File: src/rtl/riscv_config_pkg.sv
// Core-wide configuration constants.
// Shared by fetch and the trap logic.
package riscv_config_pkg;

  localparam logic [31:0] DEFAULT_RESET_VECTOR = 32'h0000_0000;
  localparam int DEFAULT_FETCH_QUEUE_DEPTH = 4;
  localparam int DEFAULT_FETCH_MAX_OUTSTANDING = 2;

  localparam logic [3:0] CAUSE_MISALIGNED_FETCH = 4'd0;
  localparam logic [3:0] CAUSE_FETCH_ACCESS = 4'd1;

  localparam logic [31:0] NOP_INSTRUCTION = 32'h0000_0013;

endpackage

File: src/rtl/riscv_core_pkg.sv
// Inter-stage bundles for the core pipeline.
// Fetch-queue entry carried from fetch to decode.
package riscv_core_pkg;

  typedef struct packed {
    logic [31:0] pc;
    logic [31:0] instr;
    logic        exc_valid;
    logic [3:0]  exc_cause;
  } fetch_entry_t;

  function automatic logic [31:0] pc_next(input logic [31:0] pc);
    return pc + 32'd4;
  endfunction

endpackage

File: src/rtl/fetch_queue_fifo.sv
// Fetch queue: FIFO of fetch entries with a
// one-cycle flush-and-load port and count output.
module fetch_queue_fifo
  import riscv_config_pkg::*;
  import riscv_core_pkg::*;
#(
  parameter int DEPTH = 4,
  localparam int AW = $clog2(DEPTH),
  localparam int CW = $clog2(DEPTH + 1)
) (
  input  logic          clk_i,
  input  logic          rst_ni,
  input  logic          flush_i,
  input  logic          load_i,
  input  fetch_entry_t  load_data_i,
  input  logic          push_i,
  input  fetch_entry_t  push_data_i,
  input  logic          pop_i,
  output fetch_entry_t  head_o,
  output logic [CW-1:0] count_o
);

  localparam fetch_entry_t EMPTY_ENTRY = '{
    pc:        32'h0,
    instr:     NOP_INSTRUCTION,
    exc_valid: 1'b0,
    exc_cause: 4'd0
  };

  fetch_entry_t  mem_q [DEPTH];
  fetch_entry_t  mem_d [DEPTH];
  logic [AW-1:0] rd_q, rd_d;
  logic [AW-1:0] wr_q, wr_d;
  logic [CW-1:0] cnt_q, cnt_d;

  always_comb begin
    mem_d = mem_q;
    rd_d  = rd_q;
    wr_d  = wr_q;
    cnt_d = cnt_q;
    if (flush_i) begin
      rd_d  = '0;
      wr_d  = AW'(load_i);
      cnt_d = CW'(load_i);
      if (load_i) begin
        mem_d[0] = load_data_i;
      end
    end else begin
      if (push_i) begin
        mem_d[wr_q] = push_data_i;
        wr_d = wr_q + AW'(1);
      end
      if (pop_i) begin
        rd_d = rd_q + AW'(1);
      end
      cnt_d = cnt_q + CW'(push_i) - CW'(pop_i);
    end
  end

  always_ff @(posedge clk_i or negedge rst_ni) begin
    if (!rst_ni) begin
      rd_q  <= '0;
      wr_q  <= '0;
      cnt_q <= '0;
    end else begin
      rd_q  <= rd_d;
      wr_q  <= wr_d;
      cnt_q <= cnt_d;
    end
  end

  // Payload needs no reset: it is only visible when cnt_q != 0.
  always_ff @(posedge clk_i) begin
    mem_q <= mem_d;
  end

  assign head_o  = (cnt_q != '0) ? mem_q[rd_q] : EMPTY_ENTRY;
  assign count_o = cnt_q;

endmodule

File: src/rtl/fetch_prefetch_unit.sv
// Decoupled instruction prefetcher: in-order requests,
// counted squashing on redirect, queued fetch exceptions.
module fetch_prefetch_unit
  import riscv_config_pkg::*;
  import riscv_core_pkg::*;
#(
  parameter logic [31:0] RESET_VECTOR = DEFAULT_RESET_VECTOR,
  parameter int QUEUE_DEPTH = DEFAULT_FETCH_QUEUE_DEPTH,
  parameter int MAX_OUTSTANDING = DEFAULT_FETCH_MAX_OUTSTANDING,
  localparam int CW = $clog2(QUEUE_DEPTH + 1)
) (
  input  logic          clk_i,
  input  logic          rst_ni,
  input  logic          redirect_en_i,
  input  logic [31:0]   redirect_target_i,
  output logic          instr_req_valid_o,
  input  logic          instr_req_ready_i,
  output logic [31:0]   instr_req_addr_o,
  input  logic          instr_rsp_valid_i,
  output logic          instr_rsp_ready_o,
  input  logic [31:0]   instr_rsp_data_i,
  input  logic          instr_rsp_error_i,
  output logic          fetch_valid_o,
  input  logic          fetch_ready_i,
  output logic [31:0]   fetch_instr_o,
  output logic [31:0]   fetch_pc_o,
  output logic          fetch_exc_valid_o,
  output logic [3:0]    fetch_exc_cause_o,
  output logic [CW-1:0] occupancy_o,
  output logic [31:0]   discard_count_o
);

  localparam logic [CW-1:0] MAX_O = CW'(MAX_OUTSTANDING);
  localparam logic [CW:0]   QD    = (CW + 1)'(QUEUE_DEPTH);

  logic [31:0]   req_pc_q, req_pc_d;
  logic [31:0]   rsp_pc_q, rsp_pc_d;
  logic [31:0]   disc_cnt_q, disc_cnt_d;
  logic [CW-1:0] out_q, out_d;
  logic [CW-1:0] discard_q, discard_d;
  logic          halted_q, halted_d;

  logic [CW-1:0] q_count;
  fetch_entry_t  head, push_entry, load_entry;
  logic          req_fire, rsp_fire, rsp_drop;
  logic          push, pop, misaligned;
  logic [CW:0]   reserved;

  assign misaligned = redirect_target_i[1:0] != 2'b00;
  // In-flight requests reserve queue slots, even doomed ones.
  assign reserved = {1'b0, out_q} + {1'b0, q_count};

  assign instr_req_valid_o = rst_ni && !halted_q && !redirect_en_i
                          && (out_q < MAX_O) && (reserved < QD);
  assign instr_req_addr_o  = {req_pc_q[31:2], 2'b00};
  assign instr_rsp_ready_o = 1'b1;

  assign req_fire = instr_req_valid_o && instr_req_ready_i;
  assign rsp_fire = instr_rsp_valid_i;
  assign rsp_drop = rsp_fire && (redirect_en_i || discard_q != '0);
  assign push     = rsp_fire && !rsp_drop;
  assign pop      = fetch_valid_o && fetch_ready_i && !redirect_en_i;

  always_comb begin
    push_entry.pc        = rsp_pc_q;
    push_entry.instr     = instr_rsp_error_i ? NOP_INSTRUCTION
                                             : instr_rsp_data_i;
    push_entry.exc_valid = instr_rsp_error_i;
    push_entry.exc_cause = instr_rsp_error_i ? CAUSE_FETCH_ACCESS : 4'd0;

    load_entry.pc        = redirect_target_i;
    load_entry.instr     = NOP_INSTRUCTION;
    load_entry.exc_valid = 1'b1;
    load_entry.exc_cause = CAUSE_MISALIGNED_FETCH;
  end

  always_comb begin
    out_d      = out_q + CW'(req_fire) - CW'(rsp_fire);
    req_pc_d   = req_pc_q;
    rsp_pc_d   = rsp_pc_q;
    discard_d  = discard_q;
    halted_d   = halted_q;
    disc_cnt_d = disc_cnt_q;
    if (req_fire) begin
      req_pc_d = pc_next(req_pc_q);
    end
    if (rsp_drop && disc_cnt_q != '1) begin
      disc_cnt_d = disc_cnt_q + 32'd1;
    end
    if (redirect_en_i) begin
      discard_d = out_q - CW'(rsp_fire);
      req_pc_d  = redirect_target_i;
      rsp_pc_d  = redirect_target_i;
      halted_d  = misaligned;
    end else if (rsp_fire) begin
      if (discard_q != '0) begin
        discard_d = discard_q - CW'(1);
      end else begin
        rsp_pc_d = pc_next(rsp_pc_q);
        if (instr_rsp_error_i) begin
          halted_d  = 1'b1;
          discard_d = out_d;
        end
      end
    end
  end

  always_ff @(posedge clk_i or negedge rst_ni) begin
    if (!rst_ni) begin
      req_pc_q   <= RESET_VECTOR;
      rsp_pc_q   <= RESET_VECTOR;
      disc_cnt_q <= '0;
      out_q      <= '0;
      discard_q  <= '0;
      halted_q   <= 1'b0;
    end else begin
      req_pc_q   <= req_pc_d;
      rsp_pc_q   <= rsp_pc_d;
      disc_cnt_q <= disc_cnt_d;
      out_q      <= out_d;
      discard_q  <= discard_d;
      halted_q   <= halted_d;
    end
  end

  fetch_queue_fifo #(
    .DEPTH(QUEUE_DEPTH)
  ) u_queue (
    .clk_i      (clk_i),
    .rst_ni     (rst_ni),
    .flush_i    (redirect_en_i),
    .load_i     (redirect_en_i && misaligned),
    .load_data_i(load_entry),
    .push_i     (push),
    .push_data_i(push_entry),
    .pop_i      (pop),
    .head_o     (head),
    .count_o    (q_count)
  );

  assign fetch_valid_o     = q_count != '0;
  assign fetch_instr_o     = head.instr;
  assign fetch_pc_o        = head.pc;
  assign fetch_exc_valid_o = head.exc_valid;
  assign fetch_exc_cause_o = head.exc_cause;
  assign occupancy_o       = q_count;
  assign discard_count_o   = disc_cnt_q;

  rsp_without_req_a: assert property (
    @(posedge clk_i) disable iff (!rst_ni)
    instr_rsp_valid_i |-> out_q != '0
  );

endmodule

File: config.mk
export PLATFORM = sky130hd
export DESIGN_NAME = fetch_prefetch_unit
export DESIGN_NICKNAME = d
export VERILOG_FILES = /design/src/rtl/riscv_config_pkg.sv /design/src/rtl/riscv_core_pkg.sv /design/src/rtl/fetch_queue_fifo.sv /design/src/rtl/fetch_prefetch_unit.sv
export SDC_FILE = /design/constraint.sdc
export NUM_CORES = 1
export LEC_CHECK = 0
export ABC_CLOCK_PERIOD_IN_PS = 3700
export CORE_UTILIZATION = 55
export CTS_CLUSTER_DIAMETER = 60
export CTS_CLUSTER_SIZE = 30
export DETAILED_ROUTE_END_ITERATION = 12
export DONT_BUFFER_PORTS = 1
export HOLD_SLACK_MARGIN = 0.06
export PLACE_DENSITY_LB_ADDON = 0.3
export SLEW_MARGIN = 20
export SYNTH_ARGS = -nofsm -noshare
export SYNTH_HDL_FRONTEND = slang
export SYNTH_SLANG_ARGS = --single-unit
File: constraint.sdc
create_clock -name clk_i -period 3.7 [get_ports clk_i]
set_clock_uncertainty 0.05 [all_clocks]
set_input_delay 0.74 -clock clk_i [delete_from_list [all_inputs] [get_ports clk_i]]
set_output_delay 0.74 -clock clk_i [all_outputs]
set_load 0.01 [all_outputs]
After elaboration in Yosys (flattened, before gate mapping). Cells that the tools add are included.

RAM bits: 0. Latch bits: 0. Bits in registers: 386. Logic and storage cells: 108. Memory bits (read-only): 0. Bits of input ports: 71. Output and inout bits: 139. Memories: 0.

Add/sub/neg operators: 12. Shift operators: 0. Reduce and logical (&&, ||, !) cells: 30. Muxes and demuxes: 30. Multipliers: 0. Eq/ne operators: 3. Order comparisons: 5. Div/mod/pow operators: 0. Bitwise operators: 3.

Operator list (count): two-way mux 69 bit (6); bitwise mux 276 bit (1); two-way mux 276 bit (1); two-way mux 32 bit (6); binary-select mux 69 bit (select 2 bit) (1); demux 69 bit (select 2 bit) (1); adder 32 x 3 -> 32 bit (second input constant) (2); adder 32 x 1 -> 32 bit (second input constant) (1); != test 32 bit (second input constant) (1); two-way mux 3 bit (5); logical AND 1 bit (12); nonzero test 2 bit (6); nonzero test 3 bit (3); subtractor 3 x 1 -> 3 bit (3); two-way mux 2 bit (4); AND reduction 2 bit (4); adder 3 x 1 -> 3 bit (2); >= comparator 3 bit (second input constant) (2); NOT 2 -> 3 bit (2); two-way mux 1 bit (5); adder 2 x 1 -> 2 bit (second input constant) (2); adder 3 x 3 -> 4 bit (1); < comparator 4 x 3 -> 1 bit (second input constant) (1); zero test 1 bit (3); 8 further kinds (8).

Longest topological paths before layout. Gate-level depths: netlist of the first run.

Depth in word-level cells: 12. Depth in mapped cells: 14. Depth with buffers taken out: 14.

Modules after synthesis. A second synthesis of the first run with hierarchy kept.

Cell total of the unflattened synthesis: 1180. Area, all modules: 17538.1 µm².

By module, submodules not included: fetch_queue_fifo (area an instance 11767.5 µm², cells an instance 566, instances 1, sequential area each 8463.1 µm²); fetch_prefetch_unit (area an instance 5770.5 µm², cells an instance 614, instances 1, sequential area each 2527.4 µm²).

Worst setup path before layout of the first run. Ideal clock, no wire load.

Kind: in2reg. From: input redirect_en_i. To: register u_queue.mem_q[244] in the netlist's numbering (enable). Setup slack: -0.475 ns. Stages: 4. Buffers on the path: 2. Data arrival time: 3.664 ns. Library setup time: 0.461 ns. Cell sequence: clkbuf_1 -> buf_1 -> nor2_1 -> nor3_1.

Word-level cells in the longest chain between the ends: 6.

Ends and longest elaborated chain: start, declared (RTL line fetch_prefetch_unit.sv:14) `input logic redirect_en_i,`; logical OR 1 bit (RTL line fetch_prefetch_unit.sv:60) `assign rsp_drop = rsp_fire && (redirect_en_i || discard_q != '0);`; logical AND 1 bit (RTL line fetch_prefetch_unit.sv:60); zero test 1 bit (RTL line fetch_prefetch_unit.sv:61) `assign push = rsp_fire && !rsp_drop;`; logical AND 1 bit (RTL line fetch_prefetch_unit.sv:61); nonzero test 2 bit (no source line); AND reduction 2 bit (no source line) *; end signal, assigned (RTL line fetch_queue_fifo.sv:74) `mem_q <= mem_d;`; end, declared (RTL line fetch_queue_fifo.sv:30) `fetch_entry_t mem_q [DEPTH];`.

Mark *: on every way between the ends. The rest lies on a longest branch, timed or not. A chain may end at the register's enable or synchronous reset.

Worst setup path after layout of the first run.
From: register u_queue.cnt_q[1] (netlist: u_queue.count_o[1]). To: output fetch_exc_cause_o[1].

Word-level cells in the longest chain between the ends: 2.

Ends and longest elaborated chain: start, declared (RTL line fetch_queue_fifo.sv:34) `logic [CW-1:0] cnt_q, cnt_d;`; start signal, assigned (RTL line fetch_queue_fifo.sv:68) `cnt_q <= cnt_d;`; nonzero test 3 bit; named net fetch_valid_o (RTL line fetch_prefetch_unit.sv:23) `output logic fetch_valid_o,`; two-way mux 69 bit (RTL line fetch_queue_fifo.sv:77) `assign head_o = (cnt_q != '0) ? mem_q[rd_q] : EMPTY_ENTRY;`; end, declared (RTL line fetch_prefetch_unit.sv:28) `output logic [3:0] fetch_exc_cause_o,`.

The timed path passes the listed nets, and every way through them passes these cells.

==> metrics.cfg, run 1 <==
[synth]
synth_area_leaders = edfxtp_1 47%, dfrtp_1 16%, mux4_2 8.5%
synth_cells = 1245
yosys_warnings = 0
netlist_area_um2 = 17000
synth_top_cells_by_count = 264 x edfxtp_1, 116 x nand2_1, 108 x dfrtp_1
synth.avg_cell_area_um2 = 13.6
synth.distinct_cells = 63
synth_top_area_share_pct = 46.7
synth_flop_cell = edfxtp_1
yosysSeqAreaShare_pct = 62.6
synthArstFlopShare_pct = 29.0
synth.most_common_cell = edfxtp_1
synth_edf_count = 264
ys_ff_latch = 372
yosysTopAreaCell = edfxtp_1

[route]
ant_nets = 0
drtPass1Iterations = 7
viasPerCell = 6.25
post_drt_wl_per_cell_um = 23.1
drc = 0
num_vias = 10233
wl_um = 37900
first_iter_violations = 730

[layout]
drive_gt1_share_pct = 13.2
multi_input_area_um2 = 6000
seq_area_um2 = 10600
area.growth.synth_to_final_pct = 8.11
final_cells = 1636
final.fill_count = 2287
final_nets = 1315

[floorplanning]
die_w_um = 178
die-area_um2 = 31600
core_region_area_um2 = 30000
rows = 63
die-height_um = 178
start_util_pct = 56.5
ioPinCount = 210

[critical_path]
worstRegToRegCells = 6
cp_max_fo = 42
cp_data_arrival_time_ns = 2.58
r2r-start = u_queue.count_o[1]$_DFF_PN0_
crit_type = flip-flop to primary output
start_kind = flip-flop
cp-end-kind = primary output
timing.rr.end = req_pc_q[28]$_DFFE_PN0P_
cp.required_ns = 2.91
reg2reg_setup_slack_ns = 0.75

[cts]
ctsResizeCount = 0
tritoncts = built
cts_made_buffers = 26
post_cts_buffers = 0
insertion_delay_ns = 0.56
clkSinkCount = 372
cts_max_level = 1
cts.clk_slew.worst_paths_ns = 0.09
cts_max_path_buffers = 3
root_buffer = clkbuf_16

[global_routing]
grtUsageMet3_pct = 5.83
grt_max_degree = 109
gr-max-usage-layer = met2
grt_antenna_before_repair = 4
grtUsageMet2_pct = 39.6
first_global_vias = 10161
grt_pass1_wl_um = 58700
grt_overflow = 0
grt.total_usage_pct = 24.3
met1_usage_pct = 32.7

[pwr]
peakVddDrop_uv = 377
p_per_area_nw_per_um2 = 552
leakagePower_uw = 0.00646

[placement]
dp.cells = 1585
numPortBuffers = 0
gp_congestion = 0.830
dp_hpwl_um = 24500
place_ws_ns = 0.782

[sta]
finalSetupViolations = 0
rsz0062_at_grt = false
layout_setup_ws_ns = 0.334
fin_crit_sh_pct = 91.0
finalCriticalPeriod_ns = 3.37
max_slew.worst_pin.slew_ns = 1.08
relSlewSlack_pct = 27.9
fmax_mhz = 297
hold_viol_final = 0
tns_ns = 0
slew_viol_final = 0

[flow_run]
drv_cap = 0

[min_path]
min_path_type = input pin to asynchronous set/reset pin

[status]
status = completed

[final cells by class]
type / count / share of cell area [%]
diodes: 2 / 0.0273
clock buffers: 29 / 3.61
clock inverters: 19 / 1.20
inverters: 28 / 0.573
multi-input cells: 777 / 32.7
flip-flops and latches: 372 / 58.0
well taps: 390 / 2.66
repair buffers: 19 / 1.23
[sequential cells by signal, summed over array words and instances, names as in the netlist]
name	cells
rsp_pc_q	32
u_queue.count_o	3
out_q	3
discard_q	3
discard_count_o	32
halted_q	1
u_queue.mem_q	264
u_queue.wr_q	2
req_pc_q	30
u_queue.rd_q	2
[where the power goes]
part,total (µW),internal (µW),leakage (µW),switching (µW)
Combinational,1890,855,0.00224,1030
Sequential,5250,4810,0.00380,443
Clock,2990,1400,0.000423,1580
[what timing repair did]
item | 4_1_cts | 5_1_grt
endpoints found under the setup margin | 0 | 0
endpoints found under the hold margin | 108 | 0
hold buffers | 1 | 0
[layer usage]
metal	share of wire [%]	wire, µm
met1	41	15300
met2	48	18300
met3	8.6	3240
met4	2.6	966
met5	0.034	13
[through the flow]
stage	power [µW]	cell area, µm²	util, %	hold WS (ns)
global route	10600	18300	61.1	0.105
detailed placement	7220	17400	58.0	0.399
finish	10100	18300	61.1	0.0758
CTS	10200	18300	61.1	0.0875
floorplan	6710	17000	-	0.394
global placement	7150	17400	58.0	0.401
[cell families (layout without fill, tap and decap cells)]
| group | after synthesis | in the layout | synth area share (%) |
|---|---|---|---|
| mux | 111 | 111 | 11.3 |
| compound gates | 123 | 123 | 4.64 |
| other cells | 2 | 5 | 0.0443 |
| fa+ha+maj | 20 | 20 | 1.56 |
| flops | 372 | 372 | 62.6 |
| xor+xnor | 70 | 70 | 3.61 |
| buf+inv | 97 | 95 | 2.26 |
| simple gates | 450 | 450 | 13.9 |
[how the worst max path moves through the flow]
stage / from / endpoint / slack, ns / cells after the start
after global placement: redirect_en_i / discard_q[2]$_DFFE_PN0P_ / 0.88 / 12
after CTS: u_queue.rd_q[0]$_DFFE_PN0P_ / fetch_pc_o[19] / 0.35 / 3
after detailed placement: redirect_en_i / discard_q[2]$_DFFE_PN0P_ / 0.78 / 12
after global routing: u_queue.count_o[1]$_DFF_PN0_ / fetch_exc_cause_o[1] / 0.18 / 4
after floorplan: redirect_en_i / u_queue.mem_q[207]$_SDFFCE_PP0P_ / 0.22 / 4
final: u_queue.count_o[1]$_DFF_PN0_ / fetch_exc_cause_o[1] / 0.33 / 4
[worst max-delay path, stage by stage (launching register included)]
cell	delay [ns]
dfrtp_1	0.52
nor3_1	0.82
inv_2	0.09
buf_4	0.30
and3_1	0.29
[cells in the final DEF (no fill, tap or decap), types with 21 or more instances in the layout]
cell	count
and2_1	74
clkbuf_16	26
dfrtp_1	106
edfxtp_1	264
inv_1	26
mux2i_1	37
mux4_2	64
nand2_1	116
nand3_1	45
nand4_1	24
nor2_1	69
nor2b_1	30
nor3_1	21
o21ai_0	49
xnor2_1	39
xor2_1	31
No activity file was read; power rests on OpenSTA's default activity.
==> run 2, diff against run 1 <==
--- a/config.mk
+++ b/config.mk
@@ -5,7 +5,7 @@
 export SDC_FILE = /design/constraint.sdc
 export NUM_CORES = 1
 export LEC_CHECK = 0
-export ABC_CLOCK_PERIOD_IN_PS = 3700
+export ABC_CLOCK_PERIOD_IN_PS = 3900
 export CORE_UTILIZATION = 55
 export CTS_CLUSTER_DIAMETER = 60
 export CTS_CLUSTER_SIZE = 30
==> constraint.sdc (replaced) <==
create_clock -name clk_i -period 3.9 [get_ports clk_i]
set_clock_uncertainty 0.05 [all_clocks]
set_input_delay 0.78 -clock clk_i [delete_from_list [all_inputs] [get_ports clk_i]]
set_output_delay 0.78 -clock clk_i [all_outputs]
set_load 0.01 [all_outputs]
==> run 2 against run 1 <==
  * Total power is 1.6% lower
  * Final cell count is 0.73% higher
  * Critical path depth is 1 lower
  * Via count is 0.41% higher
  * Routed wire length is 1.9% higher
  * Sequential power is 5.0% lower
  * Final area is 0.95% higher
  * Register-to-register slack better by 0.13 ns
  * Die area stayed put
  * Largest cell class unchanged
  * Highest routed layer is now met4
==> metrics.cfg, run 2 (same netlist as run 1, synthesis figures left out) <==
[status]
status = completed

[cts]
cts.clk_slew.worst_paths_ns = 0.08  ; about the same
holdBufCountCts = 1  ; unchanged
ctsResizeCount = 0  ; unchanged
tritoncts = built
root_buffer = clkbuf_16
cts_max_level = 1  ; unchanged
cts_made_buffers = 30  ; +15%
post_cts_buffers = 0  ; unchanged
cts_max_path_buffers = 3  ; unchanged
clkSinkCount = 372  ; unchanged
insertion_delay_ns = 0.58  ; +0.02 ns

[layout]
final_nets = 1324  ; +0.68%
drive_gt1_share_pct = 14.4  ; +1.2 points
multi_input_area_um2 = 6010  ; about the same
largest-register = u_queue.mem_q
fin_area_um2 = 18500  ; +0.95%
final_common_cell = edfxtp_1
area.growth.synth_to_final_pct = 9.14
seq_area_um2 = 10600  ; unchanged
final_cell_mix = 264 x edfxtp_1, 116 x nand2_1, 106 x dfrtp_1
final_util_pct = 61.7  ; +0.58 points
final.fill_count = 2262  ; -1.1%
largest_reg_flops = 264  ; unchanged

[route]
post_drt_wl_per_cell_um = 23.4  ; +1.1%
drc = 0  ; unchanged
first_iter_violations = 946  ; +30%
drtPass1Iterations = 5  ; -2
ant_nets = 0  ; unchanged
wl_um = 38600  ; +1.9%
num_vias = 10275  ; +0.41%
viasPerCell = 6.23  ; -0.32%

[global_routing]
first_global_vias = 10048  ; -1.1%
grt_overflow = 0  ; unchanged
grt.total_usage_pct = 24.8  ; +0.48 points
grt_max_degree = 109  ; unchanged
grt_antenna_before_repair = 1  ; -3
grt_pass1_wl_um = 59100  ; +0.65%

[pwr]
p_per_area_nw_per_um2 = 538  ; -2.5%
peakVddDrop_uv = 586  ; +55%
leakagePower_uw = 0.00657  ; +1.6%

[placement]
numPortBuffers = 0  ; unchanged
dp_hpwl_um = 25100  ; +2.3%
gp_congestion = 0.831  ; about the same
placed_area_um2 = 17400  ; about the same

[critical_path]
cp.required_ns = 3.07  ; +0.16 ns
start_kind = flip-flop
cp-end-kind = primary output
crit_path_start = u_queue.rd_q[0]$_DFFE_PN0P_
cp_data_arrival_time_ns = 2.74  ; +0.16 ns
cp_max_fo = 31  ; -26%
crit_type = flip-flop to primary output
r2r-start = u_queue.count_o[1]$_DFF_PN0_

[floorplanning]
ioPinCount = 210  ; unchanged
die-area_um2 = 31600  ; unchanged
die_w_um = 178  ; unchanged
die-height_um = 178  ; unchanged
start_util_pct = 56.5  ; unchanged
rows = 63  ; unchanged
core_region_area_um2 = 30000  ; unchanged

[sta]
slew_viol_final = 0  ; unchanged
finalCriticalPeriod_ns = 3.57
finalSetupViolations = 0  ; unchanged
rsz0062_at_grt = false
relSlewSlack_pct = 27.7  ; -0.13 points
tns_ns = 0  ; unchanged
hold_viol_final = 0  ; unchanged
fmax_mhz = 280
max_slew.worst_pin.slew_ns = 1.08  ; +0.00195 ns
fin_crit_sh_pct = 91.6

[min_path]
min_path_type = input pin to asynchronous set/reset pin

[flow_run]
drv_cap = 0  ; unchanged

==> run 2: through the flow <==
step	instances	power (µW)	hold WS, ns	setup slack, ns
2_1_floorplan	1246	6360	0.408	0.381
3_3_place_gp	1590	6790	0.432	0.891
3_5_place_dp	1590	6850	0.439	0.879
4_1_cts	1647	10000	0.0984	0.253
5_1_grt	1648	10400	0.0858	0.167
6_report	1648	9960	0.0610	0.329
==> run 2: layout make-up <==
class	count	share of cell area [%]
Antenna cell	1	0.0135
Clock buffer	30	4.05
Clock inverter	26	1.64
Inverter	28	0.567
Multi-Input combinational cell	777	32.4
Sequential cell	372	57.4
Tap cell	390	2.63
Timing Repair Buffer	24	1.22
==> run 2: final timing paths <==
| path | slack, ns | depth (start not counted) | endpoint |
|---|---|---|---|
| max | 0.33 | 3 | fetch_instr_o[25] |
| max in group asynchronous | 3.20 | 1 | u_queue.rd_q[1]$_DFFE_PN0P_ |
| min | 0.06 | 1 | discard_count_o[13]$_DFFE_PN0P_ |
| min in group clk_i | 0.25 | 0 | u_queue.mem_q[0]$_DFFE_PP_ |
| min reg2reg | 0.46 | 2 | halted_q$_DFFE_PN0P_ |
| max reg2reg | 0.88 | 11 | u_queue.count_o[2]$_DFF_PN0_ |
==> run 2: routing by layer <==
metal  global-route usage [%]  share of wire [%]  wire length [µm]
met2                     39.8                 48             18500
met4                     6.73                2.6              1020
met1                     34.4                 42             16000
met5                        0                  0                 0
met3                     5.46                7.8              3000
==> run 2: worst max-delay path, stage by stage, from the launching register on <==
cell,delay [ns]
dfrtp_4,0.90
buf_4,0.47
mux4_2,0.56
and2_1,0.21
==> run 2: where the power goes <==
part / internal (µW) / switching (µW) / leakage [µW] / total [µW]
combinational: 808 / 971 / 0.00226 / 1780
sequential: 4560 / 426 / 0.00380 / 4990
clock: 1540 / 1650 / 0.000511 / 3190
total: 6910 / 3050 / 0.00657 / 9960
